$ cat config.mk
export PLATFORM = sky130hd
export DESIGN_NAME = seq_gen_prog_flat
export DESIGN_NICKNAME = d
export VERILOG_FILES = /design/src/rtl/seq_gen_prog_if.sv /design/src/rtl/seq_gen_prog.sv /design/src/flat_wrapper.sv
export SDC_FILE = /design/constraint.sdc
export NUM_CORES = 1
export LEC_CHECK = 0
export BUFFER_PORTS_ARGS = -buffer_cell sky130_fd_sc_hd__buf_2
export CORE_ASPECT_RATIO = 0.9
export CORE_UTILIZATION = 53
export CTS_CLUSTER_SIZE = 8
export DETAILED_ROUTE_END_ITERATION = 8
export GPL_ROUTABILITY_DRIVEN = 0
export HOLD_SLACK_MARGIN = 0.06
export PLACE_DENSITY = 0.87
export SLEW_MARGIN = 20
export SYNTH_ARGS = -nofsm -noshare
export SYNTH_HDL_FRONTEND = slang
export SYNTH_SLANG_ARGS = --single-unit
$ cat constraint.sdc
create_clock -name clk -period 2 [get_ports clk]
set_input_delay 0.4 -clock clk [delete_from_list [all_inputs] [get_ports clk]]
set_output_delay 0.4 -clock clk [all_outputs]
set_load 0.05 [all_outputs]
$ cat src/rtl/seq_gen_prog_if.sv
// seq_gen_prog_if: control, pattern-load and serial-output bundle for seq_gen_prog.
// The frame output exists only when SEQ_GEN_FRAME_EN is defined.
interface seq_gen_prog_if #(
    parameter int IDX_W = 3
);
    localparam int DEPTH = 2 ** IDX_W;

    logic             en;
    logic             start;
    logic             stop;
    logic             mode;
    logic             load;
    logic [DEPTH-1:0] pat_in;
    logic [IDX_W-1:0] len_in;
    logic             f;
    logic [IDX_W-1:0] idx;
    logic             busy;
    logic             done;
`ifdef SEQ_GEN_FRAME_EN
    logic             frame;
`endif

    // Controller side: drives commands and pattern, observes the serial stream
    modport master (
        output en, start, stop, mode, load, pat_in, len_in,
`ifdef SEQ_GEN_FRAME_EN
        input  frame,
`endif
        input  f, idx, busy, done
    );

    // Generator side
    modport slave (
        input  en, start, stop, mode, load, pat_in, len_in,
`ifdef SEQ_GEN_FRAME_EN
        output frame,
`endif
        output f, idx, busy, done
    );
endinterface

$ cat src/rtl/seq_gen_prog.sv
// seq_gen_prog: programmable serial sequence generator.
// Emits a DEPTH-bit pattern LSB first, one bit per enabled clock, over a
// programmable length, in continuous (wrap) or one-shot (done pulse) mode.
// Optional feature macro: SEQ_GEN_FRAME_EN adds a frame pulse on the last bit.
module seq_gen_prog #(
    parameter int          IDX_W   = 3,
    parameter logic [31:0] RST_PAT = 32'h19
) (
    input  logic          clk,
    input  logic          rst,
    seq_gen_prog_if.slave bus
);
    localparam int DEPTH = 2 ** IDX_W;
    // Reset pattern truncated or zero-extended to the pattern width
    localparam logic [DEPTH-1:0] RST_PAT_D = DEPTH'(RST_PAT);

    typedef enum logic {IDLE = 1'b0, RUN = 1'b1} state_t;

    state_t           state;
    logic [DEPTH-1:0] pat;
    logic [IDX_W-1:0] last;
    logic [IDX_W-1:0] idx;
    logic             mode_r;
    logic             f;
    logic             done;
`ifdef SEQ_GEN_FRAME_EN
    logic             frame;
`endif

    // Sequencer FSM: pattern/length load, run control and serial output register
    always_ff @(posedge clk or negedge rst) begin
        if (!rst) begin
            state  <= IDLE;
            pat    <= RST_PAT_D;
            last   <= IDX_W'(DEPTH - 1);
            idx    <= '0;
            mode_r <= 1'b0;
            f      <= 1'b0;
            done   <= 1'b0;
`ifdef SEQ_GEN_FRAME_EN
            frame  <= 1'b0;
`endif
        end else begin
`ifdef SEQ_GEN_FRAME_EN
            frame <= 1'b0;
`endif
            case (state)
                IDLE: begin
                    f    <= 1'b0;
                    done <= 1'b0;
                    // load and start together: the new run sees the new pattern
                    if (bus.load) begin
                        pat  <= bus.pat_in;
                        last <= bus.len_in;
                    end
                    if (bus.start) begin
                        idx    <= '0;
                        mode_r <= bus.mode;
                        state  <= RUN;
                    end
                end
                RUN: begin
                    done <= 1'b0;
                    if (bus.stop) begin
                        // Abort: no done pulse
                        state <= IDLE;
                        f     <= 1'b0;
                        idx   <= '0;
                    end else if (bus.en) begin
                        f <= pat[idx];
                        if (idx != last) begin
                            idx <= idx + IDX_W'(1);
                        end else begin
                            idx <= '0;
`ifdef SEQ_GEN_FRAME_EN
                            frame <= 1'b1;
`endif
                            if (mode_r) begin
                                state <= IDLE;
                                done  <= 1'b1;
                            end
                        end
                    end
                end
                default: state <= IDLE;
            endcase
        end
    end

    assign bus.f    = f;
    assign bus.idx  = idx;
    assign bus.busy = (state == RUN);
    assign bus.done = done;
`ifdef SEQ_GEN_FRAME_EN
    assign bus.frame = frame;
`endif

endmodule

$ cat src/flat_wrapper.sv
// flat-port wrapper written by rule: the top's interface ports become plain ports
module seq_gen_prog_flat 
#(
    parameter int          IDX_W   = 3,
    parameter logic [31:0] RST_PAT = 32'h19
)
  (clk, rst, bus_en, bus_start, bus_stop, bus_mode, bus_load, bus_pat_in, bus_len_in, bus_f, bus_idx, bus_busy, bus_done);
  seq_gen_prog_if #(.IDX_W(IDX_W)) bus_i ();
  input  logic clk;
  input  logic rst;
  input wire logic [$bits(bus_i.en)-1:0] bus_en;
  input wire logic [$bits(bus_i.start)-1:0] bus_start;
  input wire logic [$bits(bus_i.stop)-1:0] bus_stop;
  input wire logic [$bits(bus_i.mode)-1:0] bus_mode;
  input wire logic [$bits(bus_i.load)-1:0] bus_load;
  input wire logic [$bits(bus_i.pat_in)-1:0] bus_pat_in;
  input wire logic [$bits(bus_i.len_in)-1:0] bus_len_in;
  output wire logic [$bits(bus_i.f)-1:0] bus_f;
  output wire logic [$bits(bus_i.idx)-1:0] bus_idx;
  output wire logic [$bits(bus_i.busy)-1:0] bus_busy;
  output wire logic [$bits(bus_i.done)-1:0] bus_done;
  assign bus_i.en = bus_en;
  assign bus_i.start = bus_start;
  assign bus_i.stop = bus_stop;
  assign bus_i.mode = bus_mode;
  assign bus_i.load = bus_load;
  assign bus_i.pat_in = bus_pat_in;
  assign bus_i.len_in = bus_len_in;
  assign bus_f = bus_i.f;
  assign bus_idx = bus_i.idx;
  assign bus_busy = bus_i.busy;
  assign bus_done = bus_i.done;
  seq_gen_prog #(.IDX_W(IDX_W), .RST_PAT(RST_PAT)) u_core (.clk(clk), .rst(rst), .bus(bus_i));
endmodule
### Yosys cells after proc, flatten, opt, wreduce, memory -nomap -nowiden

Cells that the tools add are included.

| word-level totals | value |
|---|---|
| RAM bits | 0 |
| output and inout bits | 6 |
| memories | 0 |
| bits of input ports | 18 |
| latch bits | 0 |
| ROM bits | 0 |
| flip-flop bits (word level) | 18 |
| word-level logic and storage cells | 37 |

| cells by class | value |
|---|---|
| muxes and demuxes | 21 |
| div/mod/pow operators | 0 |
| shift-type cells | 0 |
| $mul | 0 |
| reductions and logical operators | 3 |
| add/subtract/negate cells | 1 |
| bitwise gates (word level) | 1 |
| equality and inequality tests | 3 |
| magnitude comparators | 1 |

Operators by type and width:

| operator | number |
|---|---|
| 1-bit two-way mux | 12 |
| 3-bit two-way mux | 4 |
| 1-bit case mux with 2 select lines | 3 |
| 3-bit case mux with 2 select lines | 1 |
| 2-bit AND reduction | 3 |
| 3-bit by 4-bit less-than comparator with 1-bit output (second input constant) | 1 |
| 3-bit by 1-bit adder with 3-bit output (second input constant) | 1 |
| 1-bit binary-select mux with 3-bit select | 1 |
| 3-bit inequality test | 1 |
| 3-bit inequality test (second input constant) | 1 |
| 2-bit inequality test (second input constant) | 1 |
| 1-bit NOT | 1 |

### Logic depth before layout (Yosys ltp)

Gate-level depths: netlist of the first run.

| depth | value |
|---|---|
| word-level depth | 5 |
| gate-level depth with buffers | 4 |
| mapped depth without buffers | 4 |

### Least setup slack after synthesis of the first run

No wires, ideal clock.

| path | value |
|---|---|
| kind | register to register |
| start point | register u_core.idx[0], in the netlist u_core.bus.idx[0] |
| end point | register u_core.f, in the netlist u_core.bus.f |
| data required time | 1.871 ns |
| library setup time | 0.129 ns |
| stages on the path, launching flop included | 5 |
| buffers on the path | 1 |
| arrival time | 1.534 ns |
| period minus slack after synthesis | 1.664 ns |
| setup slack | 0.336 ns |
| path through | dfrtp_1 > buf_6 > mux4_2 > nor2b_1 > o41ai_2 |

| on the way | value |
|---|---|
| word-level cells in the longest chain between the ends | 5 |

Ends and longest elaborated chain:

| item | line | text |
|---|---|---|
| start, declared | seq_gen_prog.sv:22 | `logic [IDX_W-1:0] idx;` |
| start signal, assigned | seq_gen_prog.sv:72 | `idx <= idx + IDX_W'(1);` |
| 1-bit binary-select mux with 3-bit select | seq_gen_prog.sv:70 | `f <= pat[idx];` |
| 1-bit two-way mux (not written as such) | seq_gen_prog.sv:70 |  |
| 1-bit two-way mux | seq_gen_prog.sv:69 | `end else if (bus.en) begin` |
| 1-bit two-way mux | seq_gen_prog.sv:64 | `if (bus.stop) begin` |
| 1-bit case mux with 2 select lines | seq_gen_prog.sv:47 | `case (state)` |
| end signal, assigned | seq_gen_prog.sv:70 |  |
| end, declared | seq_gen_prog.sv:24 | `logic f;` |

No other way between the ends. The select of a mux whose other input is x is not followed.
A chain may end at the register's enable or synchronous reset.

### Worst setup path in the final report of the first run

| path | value |
|---|---|
| start point | register u_core.idx[0], in the netlist u_core.bus.idx[0] |
| end point | output bus_idx[0] |

RTL lines:

| item | line | text |
|---|---|---|
| end, declared | flat_wrapper.sv:19 | `output wire logic [$bits(bus_i.idx)-1:0] bus_idx;` |

No word-level cell between the ends.

==> results by group, run 1 <==
Worst setup path
  • Slowest-stage cell, CP: dfrtp_1
  • CP Class: reg2out
  • Worst path required time: 1.60 ns
  • Crit-path max cell delay: 0.57 ns
  • Startpoint types: flop
  • Top delay family on crit path: flip-flops
  • Buffers plus inverters on the worst setup path: 1
  • Worst EP arrival: 1.20 ns
  • CP endpoint kind: output pin
  • CP Cell Sequence: buf_2
  • Worst-path fanout max: 8

Timing
  • RSZ-0062 raised after global routing: no
  • Worst-Margin Slew: about 0.47 ns
  • Final hold viol count: 0
  • Worst Skew: 0.00643 ns
  • Final min period: 1.60 ns
  • Final setup fails: 0
  • Fmax: 626 MHz
  • Max-slew headroom: 0.686
  • Slew Limit Fails: 0
  • Final setup TNS: 0 ns
  • WHS: 0.325 ns
  • Part of the cycle the worst path needs: 0.799

Synthesis
  • Mapped Area: 867 um^2
  • Cells after synthesis: 61
  • Syn_nets: 80
  • #FFs+latches synth: 18
  • Synth Area per Inst: around 14 um^2
  • Sequential share of the synthesized area: 0.528
  • Synth warnings: 0
  • Netlist cell types: 28

Final layout
  • Diodes inserted: 0
  • Share of cells above drive strength 1: 0.591
  • Post-route insts no fill: 110
  • Layout area overhead: 20.8%
  • Nets@finish: 108

Routing
  • DRC viols: 0
  • Post-route ant nets: 0
  • Drt wl/cell: about 14 um
  • Vias: 595
  • First-pass detailed-route iteration total: 4
  • Drt initial violations: 9
  • Post-Route WL: 1500 um
  • Via-to-Cell Ratio: 5.41

GRT
  • Overflow after GRT: 0
  • Initial antenna violation count: 0
  • Largest net degree at the start of global routing: 19
  • First-pass GRT wire length: 2410 um
  • GRT Util Overall: 0.195
  • Vias in the first global route: roughly 560

Clocking
  • Clock latency on the worst-skew pair: 0.29 ns
  • CTS root buf: clkbuf_4
  • H-Tree Depth: 1
  • Clk pin slew, worst setup/hold paths: 0.11 ns
  • Resized cells post-CTS: 0
  • CTS Buf Count: 3
  • Clock sinks: 18
  • CTS tree: done
  • Clock Path Buffers: 2

Power
  • Switching power: 0.000288 W
  • Pleak: 0.478 nW
  • Peak supply drop: approximately 0.00055 V
  • Clock share of power: 0.225
  • Comb pwr share: 0.258
  • Internal: 0.000711 W
  • Sequential power share: 0.517
  • Switch share: 0.288
  • PD cells: between 900 and 1000 nW/um^2

Floorplan
  • Chip width: 44.6 um
  • Rows: 13
  • Ports: 24
  • Die area: 1800 um^2
  • Core footprint: 1480 um^2
  • Initial Util: 0.586
  • Die height: ~40 um

Placement
  • Placed cell count: 105
  • Port bufs: 23

Hold path
  • Worst hold-check path type: in2reg

Run
  • Max cap viols: 0

Outcome
  • Status: finished clean
## final cells by class
cell class / count / area [um^2]
Inverter: 1 / 3.75
Tap cell: 22 / 27.5
Clock buffer: 4 / 36.3
Multi-Input combinational cell: 40 / 389
Timing Repair Buffer: 25 / 133
Fill cell: 107 / 433
Sequential cell: 18 / 458
## path summary, 6_finish.rpt
path,startpoint,to,slack (ns),depth (start not counted)
max,u_core.bus.idx[0],bus_idx[0],0.40,1
min,bus_pat_in[0],u_core.pat[0],0.33,2
max reg2reg,u_core.bus.idx[0],u_core.bus.f,0.51,3
min reg2reg,u_core.pat[6],u_core.pat[6],0.52,1
max in group asynchronous,rst,u_core.pat[4],1.12,2
min in group asynchronous,rst,u_core.bus.idx[1],0.56,2
## flip-flops by register name, indices dropped and copies added (netlist names)
signal	count
u_core.bus.busy	1
u_core.bus.done	1
u_core.bus.f	1
u_core.bus.idx	3
u_core.last	3
u_core.mode_r	1
u_core.pat	8
## placed cells by master (no fill, tap or decap)
cell	count
a2111oi_1	1
nor2_1	1
buf_4	1
buf_2	23
a311oi_1	1
nand3b_1	1
o22ai_1	1
dfrtp_1	12
ha_1	1
mux4_2	1
xnor2_1	2
mux2_2	12
and2b_4	1
nand2_1	1
nand4b_1	1
clkbuf_4	3
nor2b_1	4
dfstp_2	6
mux2_1	2
a221o_1	1
dlygate4sd3_1	1
nor3b_1	1
or3b_2	1
inv_1	1
o41ai_2	1
nand2b_1	2
a22o_1	1
a31o_2	1
a31oi_1	1
clkbuf_8	1
xnor2_2	1
## metrics by stage
stage	util	area (um^2)	worst slack, ns	total power [W]
2_1_floorplan	-	867	0.336	0.000717
3_3_place_gp	0.676	1000	0.608	0.000769
3_5_place_dp	0.676	1000	0.546	0.000783
4_1_cts	0.708	1050	0.408	0.00101
5_1_grt	0.708	1050	0.347	0.00105
6_report	0.708	1050	0.402	0.000999
## kinds of logic (layout without fill, tap and decap cells)
| family | count (synthesis) | count (layout) | synth area share |
|---|---|---|---|
| AOI/OAI and AO/OA | 8 | 8 | 0.0866 |
| muxes | 15 | 15 | 0.208 |
| DFF | 18 | 18 | 0.528 |
| buffers and inverters | 3 | 30 | 0.0231 |
| xor gates and xnor gates | 3 | 3 | 0.0390 |
| adders and majority gates | 1 | 1 | 0.0144 |
| and+or+nand+nor | 13 | 13 | 0.101 |
## layer usage
| metal | up-vias | GRT usage | share of wire | wire (um) |
|---|---|---|---|---|
| met5 | - | 0 | 0 | 0 |
| met4 | 0 | 0.114 | 0.0073 | 11 |
| met3 | 2 | 0.0270 | 0.037 | 56 |
| met2 | 15 | 0.294 | 0.48 | 724 |
| met1 | 297 | 0.270 | 0.47 | 706 |
| li1 | 281 | - | - | - |
## what timing repair did
item	in CTS	in global routing
buffers inserted	0	0
endpoints found under the hold margin	12	0
hold buffers	1	0
setup endpoints to repair	0	0
## cells in the mapped netlist
library cell | count | share of area
o41ai_2 | 1 | 0.019
a311oi_1 | 1 | 0.010
or3b_2 | 1 | 0.010
o22ai_1 | 1 | 0.0072
buf_6 | 1 | 0.013
mux4_2 | 1 | 0.026
inv_1 | 1 | 0.0043
nor2_1 | 1 | 0.0043
mux2_1 | 2 | 0.026
xnor2_1 | 2 | 0.020
and2b_4 | 1 | 0.012
a221o_1 | 1 | 0.012
nor3b_1 | 1 | 0.0087
nor2b_1 | 4 | 0.029
nand3b_1 | 1 | 0.0087
dfstp_2 | 6 | 0.18
a2111oi_1 | 1 | 0.012
a22o_1 | 1 | 0.010
ha_1 | 1 | 0.014
a31o_2 | 1 | 0.010
dfrtp_1 | 12 | 0.35
buf_2 | 1 | 0.0058
nand2b_1 | 2 | 0.014
mux2_2 | 12 | 0.16
a31oi_1 | 1 | 0.0072
nand4b_1 | 1 | 0.010
xnor2_2 | 1 | 0.019
nand2_1 | 1 | 0.0043
## power groups by stage
stage / clock network [W] / registers (W) / logic [W]
5_1_grt: 0.000246 / 0.000527 / 0.000280
6_report: 0.000225 / 0.000516 / 0.000258
4_1_cts: 0.000229 / 0.000517 / 0.000261
2_1_floorplan: 0 / 0.000539 / 0.000178
3_5_place_dp: 0 / 0.000524 / 0.000259
3_3_place_gp: 0 / 0.000520 / 0.000249
Note: power is estimated with default switching activity, not from simulation.
==> inputs of run 2 (changes only) <==
--- a/config.mk
+++ b/config.mk
@@ -7,12 +7,12 @@
 export LEC_CHECK = 0
 export BUFFER_PORTS_ARGS = -buffer_cell sky130_fd_sc_hd__buf_2
 export CORE_ASPECT_RATIO = 0.9
-export CORE_UTILIZATION = 53
+export CORE_UTILIZATION = 49
 export CTS_CLUSTER_SIZE = 8
 export DETAILED_ROUTE_END_ITERATION = 8
 export GPL_ROUTABILITY_DRIVEN = 0
 export HOLD_SLACK_MARGIN = 0.06
-export PLACE_DENSITY = 0.87
+export PLACE_DENSITY = 0.82
 export SLEW_MARGIN = 20
 export SYNTH_ARGS = -nofsm -noshare
 export SYNTH_HDL_FRONTEND = slang
==> constraint.sdc (replaced) <==
create_clock -name clk -period 1.65 [get_ports clk]
set_input_delay 0.33 -clock clk [delete_from_list [all_inputs] [get_ports clk]]
set_output_delay 0.33 -clock clk [all_outputs]
set_load 0.05 [all_outputs]
==> results by group, run 2 (synthesis gave the netlist of run 1 again) <==
Outcome
  • Status: finished clean

Placement
  • Place WS: around 0.29 ns
  • DP Wirelength: 1240 um
  • Placed inst area: 1010 um^2
  • Port bufs: 23

Floorplan
  • Die area: 1940 um^2
  • Rows: 14
  • Ports: 24
  • Chip width: 46.3 um
  • Core footprint: 1660 um^2
  • Initial Util: 0.521
  • Die height: 41.9 um

Hold path
  • Worst hold-check path type: in2reg

Routing
  • Via-to-Cell Ratio: 5.28
  • First-pass detailed-route iteration total: 4
  • Vias: 597
  • Drt initial violations: 1
  • Drt wl/cell: 13.8 um
  • Post-route ant nets: 0
  • DRC viols: 0
  • Post-Route WL: between 1500 and 2000 um

Timing
  • RSZ-0062 raised after global routing: no
  • Part of the cycle the worst path needs: 0.868
  • Worst Skew: 0.00107 ns
  • Final min period: approximately 1.4 ns
  • Final worst slack: between 0.2 and 0.25 ns
  • Final setup TNS: 0 ns
  • Fmax: 698 MHz
  • Worst-Margin Slew: 0.482 ns
  • Slew Limit Fails: 0
  • Final setup fails: 0
  • Max-slew headroom: 0.678
  • Final hold viol count: 0

Clocking
  • Clock sinks: 18
  • CTS Hold Bufs: 1
  • Clock Path Buffers: 2
  • Clock latency on the worst-skew pair: ~0.29 ns
  • CTS root buf: clkbuf_4
  • Setup Fix Bufs, Post-CTS: 0
  • H-Tree Depth: 1
  • CTS tree: done
  • Clk pin slew, worst setup/hold paths: 0.10 ns
  • Resized cells post-CTS: 0
  • CTS Buf Count: 3

Final layout
  • Top reg by flops: u_core.pat
  • FILL cells: 140
  • Max FFs per register: 8
  • Top flop regs: u_core.pat x8, u_core.bus.idx x3, u_core.last x3
  • Commonest non-fill, non-tap cells in the layout: buf_2, mux2_2, dfrtp_1
  • Commonest non-fill, non-tap cell in the layout: buf_2
  • Layout area overhead: 22.1%
  • Share of cells above drive strength 1: 0.607
  • Diodes inserted: 0
  • Nets@finish: 109
  • Final Cell Area: 1060 um^2

Worst setup path
  • Buffers plus inverters on the worst setup path: 1
  • Worst path required time: 1.32 ns
  • CP Class: reg2out
  • Worst EP arrival: 1.10 ns
  • Worst-path fanout max: 7
  • Startpoint types: flop
  • Top delay family on crit path: flip-flops
  • Slowest-stage cell, CP: dfrtp_1
  • CP Cell Sequence: buf_2
  • Crit-path max cell delay: 0.50 ns
  • R2r setup slk: 0.28 ns
  • CP endpoint kind: output pin

GRT
  • Overflow after GRT: 0
  • Largest net degree at the start of global routing: 19
  • First-pass GRT wire length: 2780 um
  • GRT Util Overall: 0.201
  • Vias in the first global route: 643
  • Initial antenna violation count: 0

Run
  • Max cap viols: 0

Power
  • Design Power: approximately 0.0012 W
  • Peak supply drop: 0.000609 V
  • Pleak: 0.482 nW
  • PD cells: 1150 nW/um^2
## run 2: cell types whose count changed in the layout (fill, tap and decap cells not counted)
cell / delta
buf_4: +1
dfrtp_1: -1
dfrtp_2: +1
## run 2: routing by layer
metal / track usage / share of wire / vias up / wire length (um)
met5: 0 / 0 / - / 0
met4: 0.0529 / 0.0090 / 0 / 14
met3: 0.0783 / 0.043 / 2 / 68
met2: 0.333 / 0.52 / 15 / 810
met1: 0.236 / 0.43 / 298 / 671
li1: - / - / 282 / -
## run 2: metrics by stage
stage,hold WS [ns],utilization,cells
finish,0.266,0.636,113
detailed placement,0.280,0.608,108
global placement,0.272,0.608,108
global route,0.253,0.636,113
floorplan,0.0344,-,61
CTS,0.250,0.636,113
## run 2: worst paths after layout
check	end	from	cells after the start
setup / recovery	bus_idx[1]	u_core.bus.idx[1]	1
hold / removal	u_core.pat[5]	bus_pat_in[5]	2
setup reg to reg	u_core.bus.idx[2]	u_core.bus.idx[1]	3
hold reg to reg	u_core.pat[1]	u_core.pat[1]	1
max in group asynchronous	u_core.pat[0]	rst	2
min in group asynchronous	u_core.bus.done	rst	2
## run 2: area by class of cell
| type | instances | area (um^2) | share of cell area |
|---|---|---|---|
| clock buffer | 4 | 36.3 | 0.0343 |
| tap | 24 | 30.0 | 0.0284 |
| inverter | 1 | 3.75 | 0.00355 |
| timing repair buffer | 26 | 140 | 0.132 |
| multi-input combinational | 40 | 389 | 0.368 |
| sequential | 18 | 459 | 0.434 |
## run 2: where the power goes
part | internal, W | switching (W) | leakage, nW
Clock | 0.000134 | 0.000130 | 0.0210
Sequential | 0.000559 | 0.0000736 | 0.213
Combinational | 0.000170 | 0.000146 | 0.249
==> inputs of run 3 (changes only) <==
==> constraint.sdc (replaced) <==
create_clock -name clk -period 1.39 [get_ports clk]
set_input_delay 0.278 -clock clk [delete_from_list [all_inputs] [get_ports clk]]
set_output_delay 0.278 -clock clk [all_outputs]
set_load 0.05 [all_outputs]
==> results by group, run 3 (synthesis gave the netlist of run 1 again) <==
GRT
  • Overflow after GRT: 0
  • First-pass GRT wire length: 2490 um
  • Largest net degree at the start of global routing: 19
  • Vias in the first global route: approximately 560
  • Initial antenna violation count: 0
  • GRT Util Overall: 0.180

Routing
  • Drt initial violations: 6
  • First-pass detailed-route iteration total: 4
  • Post-route ant nets: 0
  • Post-Route WL: 1570 um
  • Vias: 600
  • Drt wl/cell: 13.8 um
  • DRC viols: 0
  • Via-to-Cell Ratio: 5.26

Final layout
  • Max FFs per register: 8
  • Final Util: 0.646
  • Top reg by flops: u_core.pat
  • Nets@finish: 110
  • Share of cells above drive strength 1: 0.656
  • Layout area overhead: 24.0%
  • Top flop regs: u_core.pat x8, u_core.bus.idx x3, u_core.last x3
  • Commonest non-fill, non-tap cells in the layout: buf_2, mux2_2, dfrtp_1
  • Commonest non-fill, non-tap cell in the layout: buf_2
  • Diodes inserted: 0

Worst setup path
  • CP Cell Sequence: buf_2
  • Top delay family on crit path: flip-flops
  • Critical Path Stages: 1
  • Slowest-stage cell, CP: dfrtp_2
  • Buffers plus inverters on the worst setup path: 1
  • Worst EP arrival: between 1 and 1.5 ns
  • Worst-path fanout max: 8
  • Worst path required time: 1.11 ns
  • Crit-path max cell delay: 0.48 ns
  • CP endpoint kind: output pin
  • CP Class: reg2out
  • Reg2Reg Depth: 3
  • Startpoint types: flop

Hold path
  • Worst hold-check path type: in2reg
  • Hold depth: 2

Power
  • PD cells: around 1300 nW/um^2
  • Peak supply drop: approximately 0.00079 V
  • Pleak: just under 0.5 nW

Outcome
  • Status: finished clean

Floorplan
  • Core footprint: 1660 um^2
  • Chip width: approximately 46 um
  • Ports: 24
  • Die height: between 40 and 50 um
  • Rows: 14
  • Die area: 1940 um^2
  • Initial Util: 0.521

Clocking
  • Clk pin slew, worst setup/hold paths: about 0.1 ns
  • Clock Path Buffers: 2
  • Clock latency on the worst-skew pair: 0.29 ns
  • H-Tree Depth: 1
  • CTS tree: done
  • Clock sinks: 18
  • CTS root buf: clkbuf_4
  • CTS Buf Count: 3

Timing
  • Worst-Margin Slew: about 0.4 ns
  • Fmax: 741 MHz
  • Slew Limit Fails: 0
  • Final worst slack: 0.0396 ns
  • Final min period: around 1.4 ns
  • Part of the cycle the worst path needs: 0.971
  • Worst Skew: 0.00532 ns
  • RSZ-0062 raised after global routing: yes
  • Final setup fails: 0
  • WHS: 0.206 ns
  • Final hold viol count: 0
  • Max-slew headroom: 0.737

Run
  • Max cap viols: 0

Placement
  • DP Wirelength: 1190 um
  • Port bufs: 23
  • Place WS: approximately 0.047 ns
[run 3: cell count changes in the layout (fill, tap and decap cells not counted), sizes merged]
cell  before  now
buf       25   26
[run 3: report_power, final]
group          internal, W  leakage (nW)  total, W  switching, W
sequential        0.000665         0.208  0.000751     0.0000867
clock             0.000111        0.0150  0.000263      0.000152
combinational     0.000218         0.260  0.000392      0.000175
total             0.000994         0.483   0.00141      0.000413
[run 3: metal layers]
metal | track usage | wire length [um] | up-vias | share of wire
li1 | - | - | 286 | -
met1 | 0.259 | 708 | 300 | 0.45
met2 | 0.267 | 800 | 12 | 0.51
met3 | 0.0304 | 49 | 2 | 0.031
met4 | 0.0706 | 14 | 0 | 0.0089
met5 | 0 | 0 | - | 0
[run 3: final cells by class]
type                    count  area (um^2)
fillers                   118          589
flip-flops and latches     18          463
multi-input cells          40          402
repair buffers             27          150
well taps                  24         30.0
clock buffers               4         26.3
inverters                   1         3.75
[run 3: worst paths after layout]
path                                         from         endpoint  slack (ns)
worst max register to register  u_core.bus.idx[0]     u_core.bus.f        0.04
min in group asynchronous                     rst  u_core.bus.done        0.43
worst min register to register      u_core.mode_r    u_core.mode_r        0.52
max in group asynchronous                     rst    u_core.pat[4]        0.63
worst min-delay path                bus_pat_in[0]    u_core.pat[0]        0.21
worst max-delay path            u_core.bus.idx[0]       bus_idx[0]        0.04
[run 3: per-stage QoR]
stage	TNS [ns]	instance area [um^2]	std cells	power, W
5_1_grt	-0.000194	1070	114	0.00148
4_1_cts	0	1050	113	0.00140
3_3_place_gp	0	1020	108	0.00111
3_5_place_dp	0	1020	108	0.00113
2_1_floorplan	-0.115	872	61	0.00103
6_report	0	1070	114	0.00141
[run 3: repair_timing]
item / 4_1_cts / 5_1_grt
buffers inserted: 0 / 1
hold buffers: 1 / 0
resized for setup: 0 / 4
endpoints found under the hold margin: 12 / 0
endpoints found under the setup margin: 0 / 3
